### src/rtl/serial_pattern_detector.sv
// Bit-serial pattern detector: shifts valid bits into a window, pulses `match`
// on every (overlapping) occurrence of PATTERN, keeps a saturating match count.
module serial_pattern_detector #(
   parameter int unsigned            PATTERN_LEN = 4,
   parameter logic [PATTERN_LEN-1:0] PATTERN     = 4'b1011,
   parameter int unsigned            COUNT_W     = 8
) (
   input  logic                   clk,
   input  logic                   rst_n,
   input  logic                   din,
   input  logic                   din_valid,
   input  logic                   clear,
   output logic [PATTERN_LEN-1:0] window,
   output logic                   match,
   output logic [COUNT_W-1:0]     match_count
);

   // Fill counter spans 0..PATTERN_LEN and is never narrower than 3 bits.
   localparam int unsigned FILL_W = ($clog2(PATTERN_LEN + 1) > 3) ? $clog2(PATTERN_LEN + 1) : 3;
   localparam logic [FILL_W-1:0]  FILL_FULL = FILL_W'(PATTERN_LEN);
   localparam logic [FILL_W-1:0]  FILL_ONE  = FILL_W'(1);
   localparam logic [COUNT_W-1:0] COUNT_ONE = COUNT_W'(1);

   logic [PATTERN_LEN-1:0] window_q, window_d;
   logic [FILL_W-1:0]      fill_q,   fill_d;
   logic                   match_q,  match_d;
   logic [COUNT_W-1:0]     count_q,  count_d;

   // Next-state: clear beats a valid bit; idle cycles hold everything but match.
   always_comb begin
      window_d = window_q;
      fill_d   = fill_q;
      match_d  = 1'b0;
      count_d  = count_q;
      if (clear) begin
         window_d = '0;
         fill_d   = '0;
         count_d  = '0;
      end else if (din_valid) begin
         window_d = {window_q[PATTERN_LEN-2:0], din};
         if (fill_q != FILL_FULL) begin
            fill_d = fill_q + FILL_ONE;
         end
         // Fill gating stops reset zeros from completing a pattern with leading zeros.
         match_d = (window_d == PATTERN) && (fill_d == FILL_FULL);
         if (match_d && (count_q != '1)) begin
            count_d = count_q + COUNT_ONE;
         end
      end
   end

   // State registers with synchronous active-low reset.
   always_ff @(posedge clk) begin
      if (!rst_n) begin
         window_q <= '0;
         fill_q   <= '0;
         match_q  <= 1'b0;
         count_q  <= '0;
      end else begin
         window_q <= window_d;
         fill_q   <= fill_d;
         match_q  <= match_d;
         count_q  <= count_d;
      end
   end

   assign window      = window_q;
   assign match       = match_q;
   assign match_count = count_q;

endmodule
### config.mk
export PLATFORM = sky130hd
export DESIGN_NAME = serial_pattern_detector
export DESIGN_NICKNAME = d
export VERILOG_FILES = /design/src/rtl/serial_pattern_detector.sv
export SDC_FILE = /design/constraint.sdc
export NUM_CORES = 1
export LEC_CHECK = 0
export ABC_CLOCK_PERIOD_IN_PS = 5000
export CAP_MARGIN = 5
export CORE_ASPECT_RATIO = 1.1
export CORE_MARGIN = 1
export CORE_UTILIZATION = 30
export DETAILED_ROUTE_END_ITERATION = 10
export GPL_ROUTABILITY_DRIVEN = 1
export GPL_TIMING_DRIVEN = 0
export PLACE_DENSITY = 0.5
export SLEW_MARGIN = 15
export SYNTH_ARGS = -nofsm -noshare
export SYNTH_HDL_FRONTEND = slang
export SYNTH_SLANG_ARGS = --single-unit
### constraint.sdc
create_clock -name clk -period 5 [get_ports clk]
set_clock_uncertainty 0.2 [all_clocks]
set_input_delay 0.75 -clock clk [delete_from_list [all_inputs] [get_ports clk]]
set_output_delay 0.75 -clock clk [all_outputs]
set_load 0.03 [all_outputs]
==> flow_summary.toml, run 1 <==
[outcome]
outcome = "finished clean"

[timing]
period_minus_slack_ns = 2.36
worst_max_slew_pin_slew_ns = 0.417
report.final.hold_viol_count = 0
setup_viol_count_final = 0
rsz0062_at_grt = "false"
relSlewSlack = 0.722
min_period_over_period = 0.472
fin_max_slew_vios = 0
final.setup.worst_slack_ns = 2.64
achievable-frequency_mhz = 424
fin_setup_tns_ns = 0

[clock_network]
cts-hold-fix-buffers = 0
clock_tree.buffer_depth = 2
clock_sink_count = 16
register_clock_pin_slew_on_the_reported_worst_setup_and_hold_paths_ns = 0.10
maximum_level_of_the_cts_h_tree = 1
cts.repair_timing.setup_buffer_count = 0
postCtsResizedCells = 0
cts_root_buffer = "sky130_fd_sc_hd__clkbuf_4"
worstSkewPairLatency_ns = 0.28
numCtsBuffers = 3
cts_tree = "done"

[floorplan]
die_h_um = 57.4
design.die.area_sq_um = 3000
core_region_area_sq_um = 2570
starting_density = 0.326
row_count = 19
die_width_um = 52.3
io_pins = 18

[global_routing]
first_global_vias = 583
grt_first_pass_wirelength_um = 2490
gr-usage-all-layers = 0.112
antenna_found_initial = 0
grt_overflow = 0
grt_max_degree = 11

[cells_and_area]
finalCoreUtilization = 0.417
drive_above_1_share = 0.146
diodes = 0
design.final.nets = 112
syn_to_layout_area_delta_pct = 28.1
design_area_sq_um = 1070

[synth]
post_synth_main_area_contributors = "sky130_fd_sc_hd__dfxtp_1 (38%), sky130_fd_sc_hd__mux2i_1 (7.2%), sky130_fd_sc_hd__nor2_1 (5.8%)"
synth.largest_area_cell = "sky130_fd_sc_hd__dfxtp_1"
syn_area_per_cell_sq_um = 10.1
synthesis.nets = 91
netlist-cell-type-count = 33
syn-instance-count = 83
syn-cell-area_sq_um = 836
yosysWarnings = 0
synth_sequential_area_ratio = 0.383
number_of_flops_mapped_to_enable_cells_by_yosys = 0
ys_ff_latch = 16
async_reset_ff_frac = 0
top_reg_cell_synth = "sky130_fd_sc_hd__dfxtp_1"
post-synth-top-area-fraction = 0.383

[placement]
gpl.final_weighted_congestion = 0.681
detailedPlacementHpwl_um = 1130
detailed_place.area_sq_um = 1030
port_buffers = 16
post-place-ws_ns = 2.47

[critical_path]
critical_path.cell_chain = "clkdlybuf4s50_1"
worst_path_arrival_time_ns = 1.41
worstSetupEndpointType = "output pin"
cp.required_ns = 4.05
crit_slowest_cell = "sky130_fd_sc_hd__clkdlybuf4s50_1"
timing.critical_path.from_type = "flip-flop"
path_max_fanout = 6
critical_path.max_stage_delay_ns = 0.70
critical_path_class = "reg2out"
cpLargestDelayFamily = "buffers and inverters"
cp.buffers_inverters = 1

[power]
vdd_drop_max_mv = 0.128
power_density_nw_per_um2 = 215
power_leakage_nw = 0.407

[route]
ant_nets = 0
route.detailed.wl_per_inst_um = 11.4
drt-total-wl_um = 1530
firstDrtPassIters = 4
route.vias.total = 635
drc_errors = 0
drt_iter0_markers = 6
viasPerCell = 4.74

[hold_path]
hold_path.class = "reg2reg"

[flow_run]
max_cap_violations = 0
## sequential cells by signal, summed over array words and instances, names as in the netlist
| name | flops |
|---|---|
| fill_q | 3 |
| match | 1 |
| match_count | 8 |
| window | 4 |
## kinds of logic (layout without fill, tap and decap cells)
family	count (synthesis)	after routing	synth area share
and+or+nand+nor	38	38	0.326
AOI/OAI and AO/OA	11	11	0.106
adders and majority gates	3	3	0.0449
xor gates and xnor gates	3	3	0.0314
buffers and inverters	6	26	0.0359
DFF	16	16	0.383
muxes	6	6	0.0719
## metrics by stage
| step | std cells | power, mW | hold WS (ns) |
|---|---|---|---|
| CTS | 134 | 0.235 | 0.307 |
| finish | 134 | 0.230 | 0.298 |
| global route | 134 | 0.242 | 0.342 |
| detailed placement | 130 | 0.148 | 0.290 |
| global placement | 130 | 0.148 | 0.284 |
| floorplan | 83 | 0.143 | 0.346 |
## Yosys cell counts, types with 2 or more instances
| library cell | number |
|---|---|
| sky130_fd_sc_hd__a21oi_1 | 4 |
| sky130_fd_sc_hd__nor3_1 | 3 |
| sky130_fd_sc_hd__dfxtp_1 | 16 |
| sky130_fd_sc_hd__nand2_1 | 5 |
| sky130_fd_sc_hd__nor4b_4 | 2 |
| sky130_fd_sc_hd__xnor2_1 | 3 |
| sky130_fd_sc_hd__nand4_2 | 2 |
| sky130_fd_sc_hd__mux2i_1 | 6 |
| sky130_fd_sc_hd__ha_1 | 3 |
| sky130_fd_sc_hd__nor2_1 | 13 |
| sky130_fd_sc_hd__inv_1 | 4 |
## final timing paths
check                      start        endpoint  cells after the start  slack [ns]
setup / recovery  match_count[2]  match_count[2]                      1        2.64
hold / removal    match_count[7]  match_count[7]                      2        0.30
setup reg to reg       fill_q[0]  match_count[3]                      7        2.65
hold reg to reg   match_count[7]  match_count[7]                      2        0.30
## layer usage
metal,track usage,vias up,part of all wire
li1,-,334,-
met1,0.151,281,0.53
met2,0.157,16,0.42
met3,0.0320,4,0.041
met4,0.0677,0,0.016
met5,0,-,0
## report_power, final
part	internal [mW]	switching, mW	leakage (nW)	total [mW]
Sequential	0.128	0.00122	0.129	0.129
Clock	0.0443	0.0406	0.0210	0.0849
Combinational	0.00791	0.00810	0.257	0.0160
## placed cells by master (no fill, tap or decap), types with 2 or more instances in the layout
| cell | instances |
|---|---|
| sky130_fd_sc_hd__mux2i_1 | 6 |
| sky130_fd_sc_hd__clkdlybuf4s50_1 | 16 |
| sky130_fd_sc_hd__xnor2_1 | 3 |
| sky130_fd_sc_hd__a21oi_1 | 4 |
| sky130_fd_sc_hd__ha_1 | 3 |
| sky130_fd_sc_hd__nor3_1 | 3 |
| sky130_fd_sc_hd__nand2_1 | 5 |
| sky130_fd_sc_hd__nor2_1 | 13 |
| sky130_fd_sc_hd__clkbuf_4 | 3 |
| sky130_fd_sc_hd__dfxtp_1 | 16 |
| sky130_fd_sc_hd__nand4_2 | 2 |
| sky130_fd_sc_hd__inv_1 | 4 |
| sky130_fd_sc_hd__nor4b_4 | 2 |
## layout make-up
type                    instances  area, sq um
fillers                       264         1500
multi-input cells              61          485
flip-flops and latches         16          320
repair buffers                 16          160
well taps                      31         38.8
clock buffers                   4         36.3
plain buffers                   2         15.0
inverters                       4         15.0
Note: power is estimated with default switching activity, not from simulation.
==> run 2: changes to the inputs <==
Settings changed: ABC_CLOCK_PERIOD_IN_PS 5000 to 2350.
Clock period 5 ns to 2.35 ns, I/O delays scaled along.
==> run 2 against run 1 <==
Compared with the run above:
- hold slack lost 0.14 ns
- global-route usage stayed put
- via count grew 1.7%
- core utilization grew 0.83 points
- setup slack got worse by 2.5 ns
- count of clock-buffer cells in the layout did not move
- wire length rose by 0.26%
- critical path depth is 7 higher
- highest routed layer unchanged
- final cell count rose by 0.75%
- clock power increased by 110%
- total power grew 110%
- first-iteration DRC count up 120%
==> flow_summary.toml, run 2 (synthesis results as in run 1) <==
[floorplan]
starting_density = 0.326
io_pins = 18
core_region_area_sq_um = 2570
row_count = 19
design.die.area_sq_um = 3000
die_h_um = 57.4
die_width_um = 52.3

[power]
share_seq_of_total_power = 0.562
clock_power_share = 0.368
vdd_drop_max_mv = 0.276
swShare = 0.217
combinational_share_of_power = 0.070
p_sw_uw = 106
fin_total_pwr_uw = 491
cellInternalPower_uw = 384
power_leakage_nw = 0.416
power_density_nw_per_um2 = 449

[placement]
detailed_place.area_sq_um = 1030
port_buffers = 16
gpl.final_weighted_congestion = 0.681
detailedPlacementHpwl_um = 1130

[cells_and_area]
drive_above_1_share = 0.163
layout_common_cells = "sky130_fd_sc_hd__clkdlybuf4s50_1 (16), sky130_fd_sc_hd__dfxtp_1 (15), sky130_fd_sc_hd__nor2_1 (13)"
design.final.nets = 113
diodes = 0
max_ffs_per_register = 8
design_area_sq_um = 1090
syn_to_layout_area_delta_pct = 30.7
commonest_non_fill_non_tap_cell_in_the_layout = "sky130_fd_sc_hd__clkdlybuf4s50_1"

[route]
ant_nets = 0
firstDrtPassIters = 2
route.vias.total = 646
viasPerCell = 4.79
drt_iter0_markers = 13
drc_errors = 0
route.detailed.wl_per_inst_um = 11.3
drt-total-wl_um = 1530

[critical_path]
timing.critical_path.from_type = "flip-flop"
path_max_fanout = 7
cp.required_ns = 2.34
worstSetupEndpointType = "flip-flop"
crit_slowest_cell = "sky130_fd_sc_hd__dfxtp_2"
worst_path_arrival_time_ns = 2.20
cpLargestDelayFamily = "simple AND/OR/NAND/NOR gates"
critical_path_class = "reg2reg"
cp.buffers_inverters = 2
critical_path.cell_chain = "inv_1 -> ha_1 -> nor4b_4 -> a211oi_4 -> nor3_4 -> buf_12 -> a31oi_1 -> a41o_1"
critical_path.max_stage_delay_ns = 0.39

[outcome]
outcome = "finished clean"

[flow_run]
max_cap_violations = 0

[global_routing]
antenna_found_initial = 0
first_global_vias = 583
grt_first_pass_wirelength_um = 2490
gr-usage-all-layers = 0.112
grt_max_degree = 11
grt_overflow = 0

[timing]
fin_setup_tns_ns = 0
period_minus_slack_ns = 2.22
relSlewSlack = 0.724
rsz0062_at_grt = "false"
holdWs_ns = 0.155
min_period_over_period = 0.943
fin_max_slew_vios = 0
setup_viol_count_final = 0
achievable-frequency_mhz = 451
report.final.hold_viol_count = 0
worst_max_slew_pin_slew_ns = 0.415

[clock_network]
cts_tree = "done"
maximum_level_of_the_cts_h_tree = 1
clock_tree.buffer_depth = 2
clock_sink_count = 16
numCtsBuffers = 3
register_clock_pin_slew_on_the_reported_worst_setup_and_hold_paths_ns = 0.09
worstSkewPairLatency_ns = 0.28
cts_root_buffer = "sky130_fd_sc_hd__clkbuf_4"
cts-hold-fix-buffers = 0

[hold_path]
hold_path.class = "in2reg"
==> run 2: timing repair <==
action                     in CTS  in global routing
pin swaps                       1                  2
setup endpoints to repair       1                  8
gates resized for setup         0                  1
setup buffers                   0                  1
==> run 2: power groups by stage <==
| stage | registers [mW] | logic, mW | clock network [mW] |
|---|---|---|---|
| floorplan | 0.283 | 0.0220 | 0 |
| global placement | 0.282 | 0.0342 | 0 |
| detailed placement | 0.282 | 0.0342 | 0 |
| CTS | 0.275 | 0.0344 | 0.191 |
| global route | 0.276 | 0.0368 | 0.202 |
| finish | 0.276 | 0.0341 | 0.181 |
==> run 2: worst reg2reg max path, stage by stage (launching register included) <==
cell and delay, ns:
sky130_fd_sc_hd__dfxtp_2 0.39, sky130_fd_sc_hd__inv_1 0.06, sky130_fd_sc_hd__ha_1 0.34, sky130_fd_sc_hd__nor4b_4 0.34
sky130_fd_sc_hd__a211oi_4 0.14, sky130_fd_sc_hd__nor3_4 0.23, sky130_fd_sc_hd__buf_12 0.14, sky130_fd_sc_hd__a31oi_1 0.08
sky130_fd_sc_hd__a41o_1 0.20
==> run 2: area by class of cell <==
class / count / area [sq um]
buffer: 2 / 15.0
clock buffer: 4 / 36.3
fill: 264 / 1480
inverter: 4 / 15.0
multi-input combinational: 61 / 485
sequential: 16 / 322
tap: 31 / 38.8
timing repair buffer: 17 / 180
==> run 2: worst paths after layout <==
path | endpoint | slack (ns) | from | depth (start not counted)
worst max-delay path | match_count[3] | 0.13 | fill_q[0] | 8
worst min-delay path | window[1] | 0.16 | din_valid | 3
worst max register to register | match_count[3] | 0.13 | fill_q[0] | 8
worst min register to register | match_count[7] | 0.30 | match_count[7] | 2
==> run 2: layer usage <==
layer,part of all wire,GRT usage
met2,0.42,0.157
met3,0.037,0.0320
met5,0,0
met4,0.019,0.0677
met1,0.52,0.151
==> run 2: through the flow <==
step,util,cells,setup slack (ns)
5_1_grt,0.425,135,0.0122
2_1_floorplan,-,83,0.156
3_5_place_dp,0.403,130,0.00606
4_1_cts,0.417,134,0.0670
6_report,0.425,135,0.135
3_3_place_gp,0.403,130,0.0379
==> run 3: changes to the inputs <==
Settings changed: CAP_MARGIN 5 to not set, CORE_UTILIZATION 30 to 44, PLACE_DENSITY 0.5 to 0.69.
==> run 3 against run 2 <==
Compared with the run above:
- the run now ends with DRC left
- via count is 3.9% higher
- largest power group unchanged
- maximum frequency is 0.70% lower
- final cell count is 8.9% lower
- total power is 6.5% lower
- global-route usage is 3.8 points higher
- first-iteration DRC count is 23% lower
- critical endpoint is now match_count[1]
- sequential share of layout area is 0.76 points higher
- sequential power hardly changed
==> flow_summary.toml, run 3 (synthesis results as in run 1) <==
[global_routing]
grt_first_pass_wirelength_um = 2260
groute.layer.met1.usage = 0.200
grt_max_degree = 11
first_global_vias = 538
grt_overflow = 0
groute.layer.met3.usage = 0.0226
groute.layer.met2.usage = 0.230
gr-usage-all-layers = 0.150
grt_busiest_layer = "met2"
antenna_found_initial = 0

[route]
ant_nets = 0
route.detailed.wl_per_inst_um = 12.5
firstDrtPassIters = 7
viasPerCell = 5.46
drt_iter0_markers = 10
drc_errors = 4
drt-total-wl_um = 1540
route.vias.total = 671

[floorplan]
starting_density = 0.469
row_count = 16
io_pins = 18
die_width_um = 43.6
core_region_area_sq_um = 1780
die_h_um = 47.7
design.die.area_sq_um = 2080

[power]
power_leakage_nw = 0.417
power_density_nw_per_um2 = 431
vdd_drop_max_mv = 0.413

[timing]
fin_max_slew_vios = 0
achievable-frequency_mhz = 448
rsz0062_at_grt = "false"
final.setup.worst_slack_ns = 0.119
period_minus_slack_ns = 2.23
setup_viol_count_final = 0
worst_max_slew_pin_slew_ns = 0.431
report.final.hold_viol_count = 0
min_period_over_period = 0.949
relSlewSlack = 0.712

[placement]
post-place-ws_ns = -0.00468
detailedPlacementHpwl_um = 1110
gpl.final_weighted_congestion = 0.714
port_buffers = 16

[cells_and_area]
drive_above_1_share = 0.171
max_ffs_per_register = 8
diodes = 0
design.final.nets = 115
layout_common_cells = "sky130_fd_sc_hd__clkdlybuf4s50_1 (16), sky130_fd_sc_hd__dfxtp_1 (15), sky130_fd_sc_hd__nor2_1 (13)"
commonest_non_fill_non_tap_cell_in_the_layout = "sky130_fd_sc_hd__clkdlybuf4s50_1"
syn_to_layout_area_delta_pct = 27.4
finalCoreUtilization = 0.598

[clock_network]
cts_root_buffer = "sky130_fd_sc_hd__clkbuf_4"
clock_sink_count = 16
register_clock_pin_slew_on_the_reported_worst_setup_and_hold_paths_ns = 0.10
clock_tree.buffer_depth = 2
numCtsBuffers = 3
worstSkewPairLatency_ns = 0.29
cts_tree = "done"
maximum_level_of_the_cts_h_tree = 1

[critical_path]
critical_path.cell_chain = "inv_1 -> ha_1 -> nor4b_4 -> a211oi_4 -> nor3_4 -> buf_4 -> mux2i_1 -> nor2_1"
timing.rr.start = "fill_q[0]"
cp.buffers_inverters = 2
crit_slowest_cell = "sky130_fd_sc_hd__dfxtp_2"
critical_path.max_stage_delay_ns = 0.39
timing.critical_path.from_type = "flip-flop"
worst_path_arrival_time_ns = 2.20
cp.required_ns = 2.32
path_max_fanout = 6
rr_endpoint = "match_count[1]"
regToRegSetupSlack_ns = 0.12
critical_path_class = "reg2reg"
cpLargestDelayFamily = "simple AND/OR/NAND/NOR gates"
worstSetupEndpointType = "flip-flop"
r2r.worst_path.cells = 8

[hold_path]
hold_path_end = "window[2]"
min_path_cells = 3
hold_path.class = "in2reg"
holdCritStartpoint = "din_valid"

[outcome]
outcome = "finished, violations left"
violations_in_the_final_reports = "DRC"

[flow_run]
max_cap_violations = 0
## run 3: layer usage
layer	vias up	share of wire
met5	-	0
met4	0	0.0084
met3	2	0.044
met2	18	0.47
met1	308	0.48
li1	343	-
## run 3: per-stage QoR
step	instances	hold slack (ns)	area, sq um	TNS [ns]	power (mW)
floorplan	83	0.300	836	0	0.305
global placement	117	0.281	1020	0	0.316
detailed placement	117	0.285	1020	-0.00468	0.316
CTS	120	0.147	1040	0	0.465
global route	123	0.166	1060	0	0.476
finish	123	0.157	1060	0	0.459
## run 3: cell type report
class | instances | area (sq um)
repair buffers | 19 | 183
flip-flops and latches | 16 | 322
clock buffers | 3 | 22.5
plain buffers | 2 | 15.0
multi-input cells | 61 | 485
inverters | 4 | 15.0
fillers | 150 | 717
well taps | 18 | 22.5
## run 3: worst reg2reg max path, cell delays in order, from the launching register on
cell and delay, ns:
sky130_fd_sc_hd__dfxtp_2 0.39, sky130_fd_sc_hd__inv_1 0.05, sky130_fd_sc_hd__ha_1 0.34, sky130_fd_sc_hd__nor4b_4 0.34, sky130_fd_sc_hd__a211oi_4 0.14, sky130_fd_sc_hd__nor3_4 0.26
sky130_fd_sc_hd__buf_4 0.17, sky130_fd_sc_hd__mux2i_1 0.17, sky130_fd_sc_hd__nor2_1 0.05
## run 3: worst max path at each step
stage | from | depth (start not counted) | endpoint
2_1_floorplan | fill_q[0] | 7 | match_count[3]
3_3_place_gp | fill_q[0] | 7 | match_count[3]
6_report | fill_q[0] | 8 | match_count[1]
4_1_cts | fill_q[0] | 7 | match_count[3]
3_5_place_dp | fill_q[0] | 7 | match_count[3]
5_1_grt | fill_q[1] | 8 | match_count[1]
## run 3: report_power, final
group	internal [mW]	total [mW]	switching, mW
clock	0.0596	0.149	0.0890
sequential	0.273	0.276	0.00249
combinational	0.0169	0.0343	0.0174
## run 3: timing repair
action,in CTS,in global routing
setup endpoints to repair,1,7
pin swaps,1,1
gates resized for setup,0,1
hold buffers,0,0
buffers inserted,0,3
